## src/rtl/bp_tlb_mru_if.sv

```systemverilog
`default_nettype none
// ============================================================================
//  Module   : bp_tlb_mru_if
//  Brief    : Lookup / miss / fill bundle of the bp_tlb_mru TLB; perf counter
//             outputs present only when BP_TLB_MRU_PERF_CNT_EN is defined.
//  Revision : 1.0
// ============================================================================
interface bp_tlb_mru_if #(
   parameter int vtag_width_p  = 27,
   parameter int entry_width_p = 36
);
   logic                     flush_i;
   logic                     translation_en_i;
   logic                     r_v_i;
   logic                     r_ready_o;
   logic [vtag_width_p-1:0]  r_vtag_i;
   logic                     r_v_o;
   logic [entry_width_p-1:0] r_entry_o;
   logic                     r_mru_hit_o;
   logic                     miss_v_o;
   logic [vtag_width_p-1:0]  miss_vtag_o;
   logic                     fill_v_i;
   logic [vtag_width_p-1:0]  fill_vtag_i;
   logic [entry_width_p-1:0] fill_entry_i;
`ifdef BP_TLB_MRU_PERF_CNT_EN
   logic [31:0]              perf_mru_hit_o;
   logic [31:0]              perf_main_hit_o;
   logic [31:0]              perf_miss_o;
`endif

   modport slave (
`ifdef BP_TLB_MRU_PERF_CNT_EN
      output perf_mru_hit_o, perf_main_hit_o, perf_miss_o,
`endif
      input  flush_i, translation_en_i, r_v_i, r_vtag_i,
      input  fill_v_i, fill_vtag_i, fill_entry_i,
      output r_ready_o, r_v_o, r_entry_o, r_mru_hit_o, miss_v_o, miss_vtag_o
   );

   modport master (
`ifdef BP_TLB_MRU_PERF_CNT_EN
      input  perf_mru_hit_o, perf_main_hit_o, perf_miss_o,
`endif
      output flush_i, translation_en_i, r_v_i, r_vtag_i,
      output fill_v_i, fill_vtag_i, fill_entry_i,
      input  r_ready_o, r_v_o, r_entry_o, r_mru_hit_o, miss_v_o, miss_vtag_o
   );
endinterface
`default_nettype wire

```

## src/rtl/bp_tlb_mru.sv

```systemverilog
`default_nettype none
// ============================================================================
//  Module   : bp_tlb_mru
//  Brief    : Fully associative TLB with an N-deep true-LRU MRU bypass and a
//             blocking miss/fill FSM. Optional counters: BP_TLB_MRU_PERF_CNT_EN.
//  Revision : 1.0
// ============================================================================
module bp_tlb_mru #(
   parameter int els_p         = 8,
   parameter int mru_els_p     = 2,
   parameter int vtag_width_p  = 27,
   parameter int ptag_width_p  = 28,
   parameter int entry_width_p = 36
) (
   input  logic        clk_i,
   input  logic        reset_n_i,
   bp_tlb_mru_if.slave bus
);
   localparam int IDX_W = $clog2(els_p);

   typedef logic [vtag_width_p-1:0]  vtag_t;
   typedef logic [ptag_width_p-1:0]  ptag_t;
   typedef logic [entry_width_p-1:0] entry_t;
   typedef logic [IDX_W-1:0]         idx_t;

   typedef enum logic [0:0] {IDLE = 1'b0, MISS = 1'b1} state_e;

   state_e               state, state_n;
   logic [els_p-1:0]     main_v, main_v_n;
   vtag_t                main_vtag   [els_p];
   vtag_t                main_vtag_n [els_p];
   entry_t               main_entry  [els_p];
   entry_t               main_entry_n[els_p];
   logic [mru_els_p-1:0] mru_v, mru_v_n;
   vtag_t                mru_vtag    [mru_els_p];
   vtag_t                mru_vtag_n  [mru_els_p];
   entry_t               mru_entry   [mru_els_p];
   entry_t               mru_entry_n [mru_els_p];
   idx_t                 victim, victim_n;
   logic                 res_v, res_v_n;
   logic                 res_mru, res_mru_n;
   entry_t               res_entry, res_entry_n;
   vtag_t                miss_vtag, miss_vtag_n;

   logic   fill_eff, accept;
   logic   fill_found, inv_found;
   idx_t   fill_idx, inv_idx, wr_idx;
   logic   main_hit, mru_hit;
   entry_t main_hit_entry, mru_hit_entry;
   logic   upd_mru, k_found;
   vtag_t  upd_vtag;
   entry_t upd_entry;
   int     hit_k;
   entry_t pass_entry;

   // Passthrough: vtag resized to the ptag field, permission bits zero.
   assign pass_entry = entry_t'(ptag_t'(bus.r_vtag_i));

   assign fill_eff = bus.fill_v_i & bus.translation_en_i;
   assign accept   = bus.r_v_i & (state == IDLE);

   always_comb begin
      state_n        = state;
      main_v_n       = main_v;
      main_vtag_n    = main_vtag;
      main_entry_n   = main_entry;
      mru_v_n        = mru_v;
      mru_vtag_n     = mru_vtag;
      mru_entry_n    = mru_entry;
      victim_n       = victim;
      res_v_n        = 1'b0;
      res_mru_n      = 1'b0;
      res_entry_n    = res_entry;
      miss_vtag_n    = miss_vtag;
      fill_found     = 1'b0;
      inv_found      = 1'b0;
      fill_idx       = '0;
      inv_idx        = '0;
      wr_idx         = '0;
      main_hit       = 1'b0;
      mru_hit        = 1'b0;
      main_hit_entry = '0;
      mru_hit_entry  = '0;
      upd_mru        = 1'b0;
      upd_vtag       = '0;
      upd_entry      = '0;
      k_found        = 1'b0;
      hit_k          = 0;

      for (int i = 0; i < els_p; i++) begin
         if (!fill_found && main_v[i] && (main_vtag[i] == bus.fill_vtag_i)) begin
            fill_found = 1'b1;
            fill_idx   = idx_t'(i);
         end
         if (!inv_found && !main_v[i]) begin
            inv_found = 1'b1;
            inv_idx   = idx_t'(i);
         end
      end

      // The fill is applied first so a same-cycle lookup sees the written array.
      if (fill_eff) begin
         if (fill_found) begin
            wr_idx = fill_idx;
         end else if (inv_found) begin
            wr_idx = inv_idx;
         end else begin
            wr_idx   = victim;
            victim_n = (victim == idx_t'(els_p - 1)) ? '0 : victim + 1'b1;
         end
         main_v_n[wr_idx]     = 1'b1;
         main_vtag_n[wr_idx]  = bus.fill_vtag_i;
         main_entry_n[wr_idx] = bus.fill_entry_i;
         for (int i = 0; i < mru_els_p; i++) begin
            if (mru_v[i] && (mru_vtag[i] == bus.fill_vtag_i)) begin
               mru_entry_n[i] = bus.fill_entry_i;
            end
         end
      end

      for (int i = 0; i < mru_els_p; i++) begin
         if (mru_v_n[i] && (mru_vtag_n[i] == bus.r_vtag_i)) begin
            mru_hit       = 1'b1;
            mru_hit_entry = mru_entry_n[i];
         end
      end
      for (int i = 0; i < els_p; i++) begin
         if (main_v_n[i] && (main_vtag_n[i] == bus.r_vtag_i)) begin
            main_hit       = 1'b1;
            main_hit_entry = main_entry_n[i];
         end
      end

      if (state == IDLE) begin
         if (accept) begin
            if (!bus.translation_en_i) begin
               res_v_n     = 1'b1;
               res_entry_n = pass_entry;
            end else if (fill_eff && (bus.fill_vtag_i == bus.r_vtag_i)) begin
               res_v_n     = 1'b1;
               res_entry_n = bus.fill_entry_i;
               upd_mru     = 1'b1;
               upd_vtag    = bus.r_vtag_i;
               upd_entry   = bus.fill_entry_i;
            end else if (mru_hit) begin
               res_v_n     = 1'b1;
               res_mru_n   = 1'b1;
               res_entry_n = mru_hit_entry;
               upd_mru     = 1'b1;
               upd_vtag    = bus.r_vtag_i;
               upd_entry   = mru_hit_entry;
            end else if (main_hit) begin
               res_v_n     = 1'b1;
               res_entry_n = main_hit_entry;
               upd_mru     = 1'b1;
               upd_vtag    = bus.r_vtag_i;
               upd_entry   = main_hit_entry;
            end else begin
               state_n     = MISS;
               miss_vtag_n = bus.r_vtag_i;
            end
         end
      end else begin
         if (fill_eff && (bus.fill_vtag_i == miss_vtag)) begin
            res_v_n     = 1'b1;
            res_entry_n = bus.fill_entry_i;
            state_n     = IDLE;
            upd_mru     = 1'b1;
            upd_vtag    = miss_vtag;
            upd_entry   = bus.fill_entry_i;
         end
      end

      // LRU reorder: slots above the existing copy (or all, if absent) shift down.
      if (upd_mru) begin
         hit_k = mru_els_p - 1;
         for (int i = 0; i < mru_els_p; i++) begin
            if (!k_found && mru_v_n[i] && (mru_vtag_n[i] == upd_vtag)) begin
               k_found = 1'b1;
               hit_k   = i;
            end
         end
         for (int i = mru_els_p - 1; i > 0; i--) begin
            if (i <= hit_k) begin
               mru_v_n[i]     = mru_v_n[i-1];
               mru_vtag_n[i]  = mru_vtag_n[i-1];
               mru_entry_n[i] = mru_entry_n[i-1];
            end
         end
         mru_v_n[0]     = 1'b1;
         mru_vtag_n[0]  = upd_vtag;
         mru_entry_n[0] = upd_entry;
      end

      if (bus.flush_i) begin
         main_v_n  = '0;
         mru_v_n   = '0;
         victim_n  = '0;
         state_n   = IDLE;
         res_v_n   = 1'b0;
         res_mru_n = 1'b0;
      end
   end

   always_ff @(posedge clk_i or negedge reset_n_i) begin
      if (!reset_n_i) begin
         state     <= IDLE;
         main_v    <= '0;
         mru_v     <= '0;
         victim    <= '0;
         res_v     <= 1'b0;
         res_mru   <= 1'b0;
         res_entry <= '0;
         miss_vtag <= '0;
         for (int i = 0; i < els_p; i++) begin
            main_vtag[i]  <= '0;
            main_entry[i] <= '0;
         end
         for (int i = 0; i < mru_els_p; i++) begin
            mru_vtag[i]  <= '0;
            mru_entry[i] <= '0;
         end
      end else begin
         state      <= state_n;
         main_v     <= main_v_n;
         main_vtag  <= main_vtag_n;
         main_entry <= main_entry_n;
         mru_v      <= mru_v_n;
         mru_vtag   <= mru_vtag_n;
         mru_entry  <= mru_entry_n;
         victim     <= victim_n;
         res_v      <= res_v_n;
         res_mru    <= res_mru_n;
         res_entry  <= res_entry_n;
         miss_vtag  <= miss_vtag_n;
      end
   end

   assign bus.r_ready_o   = (state == IDLE);
   assign bus.r_v_o       = res_v;
   assign bus.r_entry_o   = res_entry;
   assign bus.r_mru_hit_o = res_mru;
   assign bus.miss_v_o    = (state == MISS);
   assign bus.miss_vtag_o = miss_vtag;

`ifdef BP_TLB_MRU_PERF_CNT_EN
   logic [31:0] cnt_mru, cnt_main, cnt_miss;
   logic        inc_mru, inc_main, inc_miss;

   // Passthrough results and miss completions are not counted as hits.
   assign inc_mru  = res_v_n & res_mru_n;
   assign inc_main = res_v_n & ~res_mru_n & (state == IDLE) & bus.translation_en_i;
   assign inc_miss = (state == IDLE) & (state_n == MISS);

   always_ff @(posedge clk_i or negedge reset_n_i) begin
      if (!reset_n_i) begin
         cnt_mru  <= '0;
         cnt_main <= '0;
         cnt_miss <= '0;
      end else begin
         if (inc_mru  && (cnt_mru  != '1)) cnt_mru  <= cnt_mru  + 1'b1;
         if (inc_main && (cnt_main != '1)) cnt_main <= cnt_main + 1'b1;
         if (inc_miss && (cnt_miss != '1)) cnt_miss <= cnt_miss + 1'b1;
      end
   end

   assign bus.perf_mru_hit_o  = cnt_mru;
   assign bus.perf_main_hit_o = cnt_main;
   assign bus.perf_miss_o     = cnt_miss;
`endif

endmodule
`default_nettype wire
```

## src/flat_wrapper.sv

```systemverilog
// flat-port wrapper written by rule: the top's interface ports become plain ports
module bp_tlb_mru_flat 
#(
   parameter int els_p         = 8,
   parameter int mru_els_p     = 2,
   parameter int vtag_width_p  = 27,
   parameter int ptag_width_p  = 28,
   parameter int entry_width_p = 36
)
  (clk_i, reset_n_i, bus_flush_i, bus_translation_en_i, bus_r_v_i, bus_r_vtag_i, bus_fill_v_i, bus_fill_vtag_i, bus_fill_entry_i, bus_r_ready_o, bus_r_v_o, bus_r_entry_o, bus_r_mru_hit_o, bus_miss_v_o, bus_miss_vtag_o);
  bp_tlb_mru_if #(.vtag_width_p(vtag_width_p), .entry_width_p(entry_width_p)) bus_i ();
  input  logic clk_i;
  input  logic reset_n_i;
  input wire logic [$bits(bus_i.flush_i)-1:0] bus_flush_i;
  input wire logic [$bits(bus_i.translation_en_i)-1:0] bus_translation_en_i;
  input wire logic [$bits(bus_i.r_v_i)-1:0] bus_r_v_i;
  input wire logic [$bits(bus_i.r_vtag_i)-1:0] bus_r_vtag_i;
  input wire logic [$bits(bus_i.fill_v_i)-1:0] bus_fill_v_i;
  input wire logic [$bits(bus_i.fill_vtag_i)-1:0] bus_fill_vtag_i;
  input wire logic [$bits(bus_i.fill_entry_i)-1:0] bus_fill_entry_i;
  output wire logic [$bits(bus_i.r_ready_o)-1:0] bus_r_ready_o;
  output wire logic [$bits(bus_i.r_v_o)-1:0] bus_r_v_o;
  output wire logic [$bits(bus_i.r_entry_o)-1:0] bus_r_entry_o;
  output wire logic [$bits(bus_i.r_mru_hit_o)-1:0] bus_r_mru_hit_o;
  output wire logic [$bits(bus_i.miss_v_o)-1:0] bus_miss_v_o;
  output wire logic [$bits(bus_i.miss_vtag_o)-1:0] bus_miss_vtag_o;
  assign bus_i.flush_i = bus_flush_i;
  assign bus_i.translation_en_i = bus_translation_en_i;
  assign bus_i.r_v_i = bus_r_v_i;
  assign bus_i.r_vtag_i = bus_r_vtag_i;
  assign bus_i.fill_v_i = bus_fill_v_i;
  assign bus_i.fill_vtag_i = bus_fill_vtag_i;
  assign bus_i.fill_entry_i = bus_fill_entry_i;
  assign bus_r_ready_o = bus_i.r_ready_o;
  assign bus_r_v_o = bus_i.r_v_o;
  assign bus_r_entry_o = bus_i.r_entry_o;
  assign bus_r_mru_hit_o = bus_i.r_mru_hit_o;
  assign bus_miss_v_o = bus_i.miss_v_o;
  assign bus_miss_vtag_o = bus_i.miss_vtag_o;
  bp_tlb_mru #(.els_p(els_p), .mru_els_p(mru_els_p), .vtag_width_p(vtag_width_p), .ptag_width_p(ptag_width_p), .entry_width_p(entry_width_p)) u_core (.clk_i(clk_i), .reset_n_i(reset_n_i), .bus(bus_i));
endmodule
```

## config.mk

```make
export PLATFORM = sky130hd
export DESIGN_NAME = bp_tlb_mru_flat
export DESIGN_NICKNAME = d
export VERILOG_FILES = /design/src/rtl/bp_tlb_mru_if.sv /design/src/rtl/bp_tlb_mru.sv /design/src/flat_wrapper.sv
export SDC_FILE = /design/constraint.sdc
export NUM_CORES = 2
export LEC_CHECK = 0
export ABC_CLOCK_PERIOD_IN_PS = 10050
export BUFFER_PORTS_ARGS = -buffer_cell sky130_fd_sc_hd__buf_2
export CAP_MARGIN = 40
export CELL_PAD_IN_SITES_DETAIL_PLACEMENT = 0
export CELL_PAD_IN_SITES_GLOBAL_PLACEMENT = 1
export CORE_ASPECT_RATIO = 0.75
export CORE_MARGIN = 4
export CORE_UTILIZATION = 45
export DETAILED_ROUTE_END_ITERATION = 12
export PLACE_DENSITY_LB_ADDON = 0.1
export SYNTH_ARGS = -nofsm -noshare
export SYNTH_HDL_FRONTEND = slang
export SYNTH_SLANG_ARGS = --single-unit
```

## constraint.sdc

```tcl
create_clock -name clk_i -period 10.05 [get_ports clk_i]
set_clock_uncertainty 0.1 [all_clocks]
set_input_delay 1.005 -clock clk_i [delete_from_list [all_inputs] [get_ports clk_i]]
set_output_delay 1.005 -clock clk_i [all_outputs]
set_load 0.005 [all_outputs]
```

After elaboration in Yosys (flattened, before gate mapping)
Cells that the tools add are included.
- output and inout port bits: 67
- RAM bits: 0
- memories: 0
- register bits: 709
- input bits: 96
- latch bits: 0
- word-level logic and storage cells: 272
- memory bits (read-only): 0
- shifts and indexed selects: 0
- $mul: 0
- reductions and logical operators: 71
- equal/unequal tests: 29
- $lt $le $gt $ge: 5
- bitwise gates (word level): 8
- div/mod/pow operators: 0
- add/sub/neg operators: 1
- mux-type cells: 129
- operator list (kind ; number):
    2-to-1 mux 36 bit ; 28
    == test 27 bit ; 24
    bitwise mux 288 bit ; 1
    2-to-1 mux 288 bit ; 1
    bitwise mux 216 bit ; 1
    2-to-1 mux 216 bit ; 1
    2-to-1 mux 27 bit ; 8
    2-to-1 mux 72 bit ; 2
    demux 36 bit (select 3 bit) ; 1
    demux 27 bit (select 3 bit) ; 1
    2-to-1 mux 3 bit ; 20
    2-to-1 mux 1 bit ; 59
    logical AND 1 bit ; 41
    less-or-equal comparator 2 x 32 -> 1 bit (first input constant) ; 1
    2-to-1 mux 32 bit ; 1
    logical NOT 1 bit ; 21
    2-to-1 mux 8 bit ; 2
    OR 8 bit ; 1
    nonzero test 2 bit ; 4
    inequality test 2 bit (second input constant) ; 3
    AND reduction 3 bit ; 2
    AND reduction 6 bit ; 1
    inequality test 5 x 1 -> 1 bit (second input constant) ; 1
    greater-or-equal comparator 4 bit (second input constant) ; 1
    11 further kinds ; 17

Logic depth before layout (Yosys ltp)
- depth after elaboration: 69
- mapped depth: 27
- mapped depth without buffers: 17

Least setup slack after synthesis
No wires, ideal clock.
- kind: input to register
- start: input bus_fill_vtag_i[19]
- end: register u_core.mru_entry[10] (netlist bit)
- stages on the path: 22
- required time: 9863 ps
- path slack: 3312 ps
- arrival: 6551 ps
- path through: buf_2 > xnor2_2 > nand4_1 > or4_1 > or4_1 > and4_1 > a211o_4 > nor4_4 > buf_6 > mux2_2 > o2bb2ai_1 > nor4_1 > and2_1 > clkbuf_1 > or4_1 > buf_2 > or3_4 > o2111a_1 > a41oi_2 > mux2_4 > buf_6 > a211oi_2
- RTL lines (item ; line ; RTL):
    from (decl) ; flat_wrapper.sv:19 ; input wire logic [$bits(bus_i.fill_vtag_i)-1:0] bus_fill_vtag_i;
    to (signal assigned) ; bp_tlb_mru.sv:230 ; mru_entry <= mru_entry_n;
    to (decl) ; bp_tlb_mru.sv:37 ; entry_t mru_entry [mru_els_p];

==> impl_metrics.yaml <==
critical_path:
  rrSetupSlack_ps: 1990
  crit_arrival_ps: 8960
  worst-path-buf-inv: 4
  crit_fanout: 35
  worstSetupPathType: "primary input to flip-flop"
  rr_startpoint: "u_core.main_vtag[0]$_DFF_PN0_"
  cpPeakStageDelay_ps: 960
  critPathLaunchType: "primary input"
  worst-path-stages: 21
  crit_end: "u_core.mru_entry[2]$_DFF_PN0_"
  crit_family: "simple AND/OR/NAND/NOR gates"
  cp_cell_sequence: "buf_2 > xor2_1 > nor4_1 > nand3_1 > nor4_1 > buf_4 > nor3_1 > a211oi_1 > nor4b_2 > buf_4 > mux2_2 > o2bb2ai_1 > nor4_1 > and3_2 > or4_1 > o31a_1 > buf_4 > mux2i_1 > a41oi_4 > mux2_4 > a211oi_1"
  cp.required_ps: 10470
  reg2reg_to: "u_core.mru_entry[2]$_DFF_PN0_"
  critical_path.startpoint: "bus_fill_vtag_i[2]"
  end_kind: "flip-flop"
  worst_r2r_path_depth: 20
  slowest_stage: "nor4_1"
synthesis:
  ys_async_sr_fraction_pct: 100
  ys_ff_latch: 709
  syn_inst: 4579
  synth.distinct_cells: 92
  yosysWarnings: 0
  synth_seq_area_share_pct: 42.4
  synth_edf_count: 0
  syn_avg_cell_area_sq_um: 9.14
  ys_top_cells_by_area: "dfrtp_1, mux2_2, nand2_1"
  synth_top_area_share_pct: 42.4
  synth_flop_cell: "dfrtp_1"
  syn_area_sq_mm: 0.0419
  synth_nets: 4677
  yosys.area.top_type: "dfrtp_1"
timing:
  rsz0062_at_grt: "no"
  setup_viol: 0
  hold_viol: 0
  drv_slew: 0
  fmax_ghz: 0.117
  min_period_ps: 8540
  tns_ps: 0
  worst_pin_slew_ps: 1110
  fin_crit_sh_pct: 85.0
  relSlewSlack_pct: 25.4
place:
  hpwlAfterDp_microns: 138000
  routabilityCongestion: 0.994
  numPortBuffers: 162
cells_and_area:
  areaGrowthSynthToFinish_pct: 12.6
  drive_gt1_share_pct: 17.8
  mostFrequentLayoutCell: "dfrtp_1"
  post-route-util_pct: 51.3
  final_cell_mix: "dfrtp_1, nand2_1, o21ai_0, mux2_2, xnor2_1"
  nets: 4747
cts:
  root_buffer: "clkbuf_16"
  clkLatencyLatePin_ps: 680
  cts.path.max_buffers: 3
  hold_buffers: 0
  numCtsBuffers: 79
  cts_resized: 0
  path_clk_slew_ps: 60
  post-cts-setup-buffers: 0
  cts_num_sinks: 709
  cts_tree: "built"
  cts.htree.levels: 3
global_routing:
  antenna_found_initial: 10
  grt_max_degree: 142
  grt_pass1_vias: 36793
  grt_pass1_wl_microns: 283000
  track_usage_pct: 39.8
  overflow: 0
detailed_routing:
  ant_nets: 0
  post_drt_wl_per_cell_microns: 33.7
  vias: 39013
  vias_per_cell: 6.56
  drtPass1Iterations: 7
  wl_microns: 200000
  drtIter0Drc: 5934
  drc: 0
outcome:
  status: "finished clean"
die:
  core_area_sq_mm: 0.0919
  ios: 163
  initial_core_util_pct: 45.6
  num_rows: 96
  die_h_microns: 272
  die_area_sq_mm: 0.0980
  die_w_microns: 360
power:
  seq_power_share_pct: 43.5
  p_per_area_mw_per_mm2: 155
  pwr-share-clk_pct: 42.3
  p_sw_mw: 2.19
  p_leak_nw: 21.2
  pwr-share-comb_pct: 14.2
  ir_worst_vdd_uv: 153
  intPower_mw: 5.14
  sw_frac_of_total_pct: 29.9
run:
  cap_violations: 0
min_path:
  holdCritPathClass: "primary input to asynchronous set/reset pin"
==> final cells by class <==
cell class	count	area, sq um
multi-input combinational	3334	22100
clock inverter	34	395
inverter	181	679
timing repair buffer	344	2350
fill	8712	44700
sequential	709	17700
antenna	6	15.0
tap	1225	1530
clock buffer	112	2300
==> through the flow <==
step	power, mW	std cells	area, sq um	setup slack (ps)	hold slack (ps)
after floorplan	3.71	4579	41900	3310	331
after global placement	4.23	5780	44200	857	348
after detailed placement	4.23	5793	44400	1320	352
after CTS	7.31	5939	47100	1980	162
after global routing	7.53	5939	47100	1510	185
final	7.32	5945	47200	1510	165
==> cells in the mapped netlist (all sizes together), types with 14 or more instances <==
library cell,instances
a31oi,20
o22ai,73
a21oi,193
mux2i,80
nor2,196
or4,26
a211o,23
clkbuf,250
and2,15
xor2,206
a211oi,47
nand2,614
inv,169
a22oi,34
nor2b,52
and3,16
o2bb2ai,57
a21o,14
dfrtp,709
a221oi,32
nand2b,42
mux2,278
nand3,136
a21boi,20
o211ai,29
o21ai,337
nand4,110
or2,15
nor4,115
buf,105
xnor2,232
o211a,18
nor3,106
o31ai,22
==> worst min-delay path by stage <==
stage / from / end / cells past startpoint
after floorplan: u_core.main_entry[37]$_DFF_PN0_ / u_core.main_entry[37]$_DFF_PN0_ / 2
after global placement: u_core.main_entry[42]$_DFF_PN0_ / u_core.main_entry[42]$_DFF_PN0_ / 2
after detailed placement: u_core.main_entry[129]$_DFF_PN0_ / u_core.main_entry[129]$_DFF_PN0_ / 2
after CTS: reset_n_i / u_core.main_v[5]$_DFF_PN0_ / 1
after global routing: reset_n_i / u_core.main_v[3]$_DFF_PN0_ / 1
final: reset_n_i / u_core.main_v[3]$_DFF_PN0_ / 1
==> power groups by stage <==
stage | clock network [mW] | registers (mW) | logic [mW]
3_3_place_gp | 0 | 3.23 | 0.997
3_5_place_dp | 0 | 3.23 | 0.999
4_1_cts | 3.13 | 3.18 | 1.00
2_1_floorplan | 0 | 3.17 | 0.538
5_1_grt | 3.24 | 3.20 | 1.10
6_report | 3.10 | 3.19 | 1.04
==> flip-flops by register name, indices dropped and copies added, names as in the netlist <==
signal / flops
u_core.main_entry: 288
u_core.main_vtag: 216
u_core.mru_entry: 72
u_core.mru_vtag: 54
u_core.bus.r_entry_o: 36
u_core.bus.miss_vtag_o: 27
u_core.main_v: 8
u_core.victim: 3
u_core.mru_v: 2
u_core.bus.miss_v_o: 1
u_core.bus.r_mru_hit_o: 1
u_core.bus.r_v_o: 1
==> kinds of logic (layout without fill, tap and decap cells) <==
kind of cell             count (synthesis)  in the layout  share of synthesized area, %
AND/OR/NAND/NOR                       1499           1499                          17.3
AO/OA/AOI/OAI                         1037           1037                          16.5
flip-flops                             709            709                          42.4
buffers and inverters                  536            671                          5.15
XOR/XNOR                               438            438                          9.18
multiplexers                           358            358                          9.41
adder cells (fa/ha/maj)                  2              2                        0.0598
other                                    0              6                             0
==> layer usage <==
layer | GRT usage [%] | share of wire [%] | up-vias
met1 | 59.4 | 44 | 19605
met4 | 11.9 | 3.5 | 6
met2 | 52.2 | 38 | 2579
met3 | 15.8 | 14 | 425
li1 | - | - | 16398
met5 | 0 | 0.023 | -
No activity file was read; power rests on OpenSTA's default activity.
